===== src/rtl/gray_counter_receiver.sv =====
// gray_counter_receiver: synchronises a gray-coded counter from another clock domain and validates its forward progress.
// Ports:
//   clk, reset     destination clock, synchronous active-high reset
//   gray_in        gray-coded counter launched from the source domain
//   clear_errors   clears error_count (overrides a simultaneous increment)
//   counter_out    last accepted binary counter value
//   counter_valid  counter_out was freshly accepted this cycle
//   locked, fault  registered decodes of the tracking state
//   step_error     one-cycle pulse when a sample is rejected while locked
//   error_count    saturating count of step_error pulses
module gray_counter_receiver #(
  parameter int COUNTER_LENGTH = 64,
  parameter int MAX_STEP = 4,
  parameter int LOCK_COUNT = 4,
  parameter int ERR_CNT_WIDTH = 16
) (
  input  logic                      clk,
  input  logic                      reset,
  input  logic [COUNTER_LENGTH-1:0] gray_in,
  input  logic                      clear_errors,
  output logic [COUNTER_LENGTH-1:0] counter_out,
  output logic                      counter_valid,
  output logic                      locked,
  output logic                      fault,
  output logic                      step_error,
  output logic [ERR_CNT_WIDTH-1:0]  error_count
);
  typedef enum logic [1:0] {ACQUIRE, LOCKED, FAULT} state_t;
  localparam int RUN_W = $clog2(LOCK_COUNT + 1);
  localparam logic [COUNTER_LENGTH-1:0] STEP_MAX = COUNTER_LENGTH'(MAX_STEP);
  localparam logic [RUN_W-1:0] RUN_LAST = RUN_W'(LOCK_COUNT - 1);
  state_t state, state_nxt;
  logic [COUNTER_LENGTH-1:0] s1, s2, cur, prev, bin, delta, co_nxt;
  logic v1, v2, cur_v, ref_v, good, lock_hit, cv_nxt, se_nxt;
  logic [RUN_W-1:0] run, run_nxt;
  logic [ERR_CNT_WIDTH-1:0] ec_nxt;
  // each binary bit is the xor of all gray bits at and above it
  for (genvar i = 0; i < COUNTER_LENGTH; i++) begin : g_bin
    assign bin[i] = ^s2[COUNTER_LENGTH-1:i];
  end
  // modular distance: a wrap reads as +1, a backward step as a huge value
  assign delta = cur - prev;
  assign good = delta <= STEP_MAX;
  assign lock_hit = good && run == RUN_LAST;
  always_ff @(posedge clk) begin
    if (reset) state <= ACQUIRE;
    else state <= state_nxt;
  end
  always_comb begin
    state_nxt = state;
    if (ref_v)
      state_nxt = state == LOCKED ? (good ? LOCKED : FAULT) :
                  lock_hit ? LOCKED :
                  state == FAULT ? FAULT : ACQUIRE;
  end
  always_comb begin
    run_nxt = run;
    co_nxt = counter_out;
    cv_nxt = 1'b0;
    se_nxt = 1'b0;
    if (ref_v) begin
      run_nxt = state == LOCKED || lock_hit || !good ? '0 : run + 1'b1;
      co_nxt = (state == LOCKED ? good : lock_hit) ? cur : counter_out;
      cv_nxt = state == LOCKED ? good : lock_hit;
      se_nxt = state == LOCKED && !good;
    end
    ec_nxt = clear_errors ? '0 : se_nxt && !(&error_count) ? error_count + 1'b1 : error_count;
  end
  always_ff @(posedge clk) begin
    if (reset) begin
      s1 <= '0;
      s2 <= '0;
      cur <= '0;
      prev <= '0;
      v1 <= 1'b0;
      v2 <= 1'b0;
      cur_v <= 1'b0;
      ref_v <= 1'b0;
      run <= '0;
      counter_out <= '0;
      counter_valid <= 1'b0;
      locked <= 1'b0;
      fault <= 1'b0;
      step_error <= 1'b0;
      error_count <= '0;
    end else begin
      s1 <= gray_in;
      s2 <= s1;
      cur <= bin;
      v1 <= 1'b1;
      v2 <= v1;
      cur_v <= v2;
      // the newest sample always becomes the reference, so a jump re-anchors tracking
      prev <= cur_v ? cur : prev;
      ref_v <= ref_v | cur_v;
      run <= run_nxt;
      counter_out <= co_nxt;
      counter_valid <= cv_nxt;
      locked <= state_nxt == LOCKED;
      fault <= state_nxt == FAULT;
      step_error <= se_nxt;
      error_count <= ec_nxt;
    end
  end
endmodule


===== config.mk =====
export PLATFORM = sky130hd
export DESIGN_NAME = gray_counter_receiver
export DESIGN_NICKNAME = d
export VERILOG_FILES = /design/src/rtl/gray_counter_receiver.sv
export SDC_FILE = /design/constraint.sdc
export NUM_CORES = 1
export LEC_CHECK = 0
export CAP_MARGIN = 20
export CORE_MARGIN = 2
export CORE_UTILIZATION = 25
export CTS_BUF_LIST = sky130_fd_sc_hd__clkbuf_4
export CTS_CLUSTER_SIZE = 24
export DETAILED_ROUTE_END_ITERATION = 8
export GPL_TIMING_DRIVEN = 0
export PLACE_DENSITY = 0.46
export SETUP_SLACK_MARGIN = 0.1
export SYNTH_ARGS = -nofsm -noshare
export SYNTH_HDL_FRONTEND = slang
export SYNTH_SLANG_ARGS = --single-unit

===== constraint.sdc =====
create_clock -name clk -period 8.9 [get_ports clk]
set_clock_uncertainty 0.15 [all_clocks]
set_input_delay 2.225 -clock clk [delete_from_list [all_inputs] [get_ports clk]]
set_output_delay 2.225 -clock clk [all_outputs]
set_load 0.01 [all_outputs]

==> key figures <==
Layout
  – Layout Area Growth over Synthesis: 22.25%
  – Number of fill cells: about 7,200
  – Reg area: 0.006987 mm2
  – Most frequent cells in the layout: dfxtp_1, a21oi_1, nor2_1
  – Finished Cell Area: roughly 0.02 mm2
  – Share of cells above drive strength 1: approximately 7.4%
  – Commonest non-fill, non-tap cell in the layout: dfxtp_1
  – Area of the multi-input gates: between 0.009 and 0.01 mm2
  – Nets@finish: between 2,000 and 2,500
  – Util after Layout: ~31%

Route
  – Remaining DRCs: 0
  – Wire per inst: ~16 um
  – Final WL: approximately 52,000 um
  – Detail Route Antenna Nets: 0
  – Drt initial violations: roughly 740
  – DRT Pass-1 Iters: 7
  – Vias: ~15,000
  – Vias per inst: between 4 and 5

Clock tree
  – Clk Latency, worst-skew pair: roughly 0.87 ns
  – Hold buffer count at cts: 0
  – CTS tree: done
  – CTS sink cnt: ~350
  – Longest Clk Path Bufs: 3
  – CTS resizes: 0
  – CTS Buf Count: 94
  – Clock slew at reported path FFs: approximately 0.060 ns
  – Post-CTS Setup Inserts: 0
  – Clock root cell: clkbuf_4
  – H-Tree Depth: 3

Floorplan
  – Starting density of the core: roughly 25%
  – Die area: around 0.069 mm2
  – Row cnt: 94
  – Die height: between 200 and 300 um
  – Num ports: approximately 150
  – Die Wd: roughly 260 um
  – Core footprint: around 0.066 mm2

Timing
  – Hold_ws: 0.2791 ns
  – Final hold violation count: 0
  – Setup Viol. Count Final: 0
  – Slew HR: 25.68%
  – Crit share post-route: between 70% and 80%
  – RSZ-0062 raised after global routing: false
  – Actual slew at the worst max-slew pin: around 1.1 ns
  – Crit path time final: around 6.8 ns
  – Final setup margin: ~2.1 ns
  – Final Slew Violations: 0
  – Setup TNS: 0 ns
  – Max Freq: roughly 0.15 GHz

Power
  – Leakage power: 7.742 nW
  – Pwr/cell area: approximately 310 mW/mm2
  – Worst VDD drop: between 0.1 and 0.15 mV

Setup path
  – CP max-delay cell: a211oi_1
  – Critical path buffer and inverter count: 2
  – R2r startpoint: cur[3]$_SDFF_PP0_
  – WP data arrival: about 7.3 ns
  – Critical Path Start Type: flop
  – Critical Path RT: approximately 9.5 ns
  – CP cell instances: ha_1 -> nand2_1 -> a21oi_1 -> o21ai_0 -> a211oi_1 -> o21ai_0 -> a211oi_1 -> a21oi_1 -> o221ai_1 -> xor2_1 -> a2111oi_0 -> o221ai_1 -> a2111o_1 -> clkbuf_1 -> clkbuf_1 -> o21ai_0 -> a21oi_1
  – Max FO, Critical Path: 10
  – Critical path's top delay family: compound AO/OA/AOI/OAI gates
  – Critical Path End Type: flop
  – Crit path from: cur[3]$_SDFF_PP0_
  – Critical path class: reg2reg
  – Slowest stage delay, CP: 0.76 ns

Synthesis
  – Prevailing post-synth register cell: dfxtp_1
  – Post-synth EDFFs: 0
  – Ys Warns: 0
  – Syn Inst Count: slightly below 2,000
  – Syn Nets: roughly 2,100
  – Synth Area per Inst: around 8.6 um2
  – Post-Syn Area: between 0.015 and 0.02 mm2
  – Unique masters post-synth: 64
  – Yosys reg bits: ~350
  – Seq/Total Area, Yosys: 41.65%
  – Synth async-reset ratio: 0%

Global route
  – Largest net degree at the start of global routing: 16
  – Vias in the first global route: 14,610
  – First-pass GRT wire length: between 80,000 and 90,000 um
  – GRT Total Usage: between 10% and 20%
  – Total grt overflow: 0
  – Initial antenna violation count: 4

Min path
  – Hold_sp: s1[45]$_SDFF_PP0_
  – Hold Path Class: reg2reg

Place
  – Number of port buffers: 150
  – Hpwl dp: about 41,000 um
  – Place WS: 2.093 ns
  – Post-DP Area: ~0.019 mm2
  – GP Congestion: 0.8472

Job
  – Max-cap violation count: 0

Status
  – Status: finished, final reports clean
==> state kept, by name (all words and copies together) (netlist names) <==
name / cells
counter_out: 64
cur: 64
prev: 64
s1: 64
s2: 64
error_count: 16
run: 3
state: 2
counter_valid: 1
cur_v: 1
fault: 1
locked: 1
ref_v: 1
step_error: 1
v1: 1
v2: 1
==> worst register-to-register path: stages, from the launching register on <==
cell	delay, ns
dfxtp_1	0.33
ha_1	0.38
nand2_1	0.10
a21oi_1	0.25
o21ai_0	0.18
a211oi_1	0.35
o21ai_0	0.23
a211oi_1	0.76
a21oi_1	0.28
o221ai_1	0.54
xor2_1	0.20
a2111oi_0	0.71
o221ai_1	0.32
a2111o_1	0.67
clkbuf_1	0.44
clkbuf_1	0.36
o21ai_0	0.25
a21oi_1	0.10
==> where the power goes <==
group,leakage [nW],switching [mW],internal [mW]
registers,2.86,0.126,1.72
clock network,0.637,0.670,0.642
logic,4.25,2.01,1.21
==> layer usage <==
layer / wire (um) / track usage [%] / up-vias / share of wire (%)
met5: 0 / 0 / - / 0
met4: 996 / 4.865 / 0 / 1.9
met3: 1906 / 2.722 / 67 / 3.7
met2: 25510 / 25.73 / 289 / 49
met1: 23270 / 18.36 / 6914 / 45
li1: - / - / 7313 / -
==> path summary, 6_finish.rpt <==
check	slack, ns	cells after the start	to
min reg2reg	0.28	1	s2[45]$_SDFF_PP0_
max reg2reg	2.14	17	counter_out[55]$_SDFFE_PP0P_
min	0.28	1	s2[45]$_SDFF_PP0_
max	2.14	17	counter_out[55]$_SDFFE_PP0P_
==> kinds of logic (layout without fill, tap and decap cells) <==
family	after synthesis	count (layout)	synth area share, %
adders and majority gates	66	66	4.923
AOI/OAI and AO/OA	435	435	14.85
xor gates and xnor gates	140	140	8.384
DFF	349	349	41.65
other	0	5	0
and+or+nand+nor	683	683	20.75
muxes	80	80	4.774
buffers and inverters	205	516	4.662
==> cells in the mapped netlist (7+ instances only) <==
cell type	n	area, um2
ha_1	66	825.8
nor2_1	187	701.9
o21a_1	9	67.56
nand4_1	37	231.5
nor3_1	18	90.09
xor2_1	56	490.5
clkbuf_1	97	364.1
o21ai_0	133	665.6
mux2i_1	80	800.8
xnor2_1	71	621.9
or3_1	21	131.4
a21oi_1	192	960.9
o21bai_1	18	135.1
nor4_1	20	125.1
nand2b_1	8	50.05
nand2_1	101	379.1
inv_1	97	364.1
nand3_1	90	450.4
buf_2	7	35.03
dfxtp_1	349	6987
nand4b_1	7	61.31
a211oi_1	10	75.07
and3_1	14	87.58
or2_2	9	56.30
o211ai_1	7	52.55
nor2b_1	138	863.3
a21o_1	27	202.7
and2_1	14	87.58
==> metrics by stage <==
stage               instances  total power [mW]
CTS                      3133             6.465
global route             3136             6.904
global placement         2972             5.104
finish                   3138             6.375
detailed placement       2976             5.099
floorplan                1958             4.197
==> cell type report <==
cell class	instances	share of cell area, %
multi-input cells	1404	43.92
flip-flops and latches	349	34.07
repair buffers	154	7.566
well taps	864	5.272
clock buffers	122	4.466
plain buffers	108	2.038
inverters	97	1.776
clock inverters	35	0.8298
diodes	5	0.06102
Power figures use the tool's default switching activity.
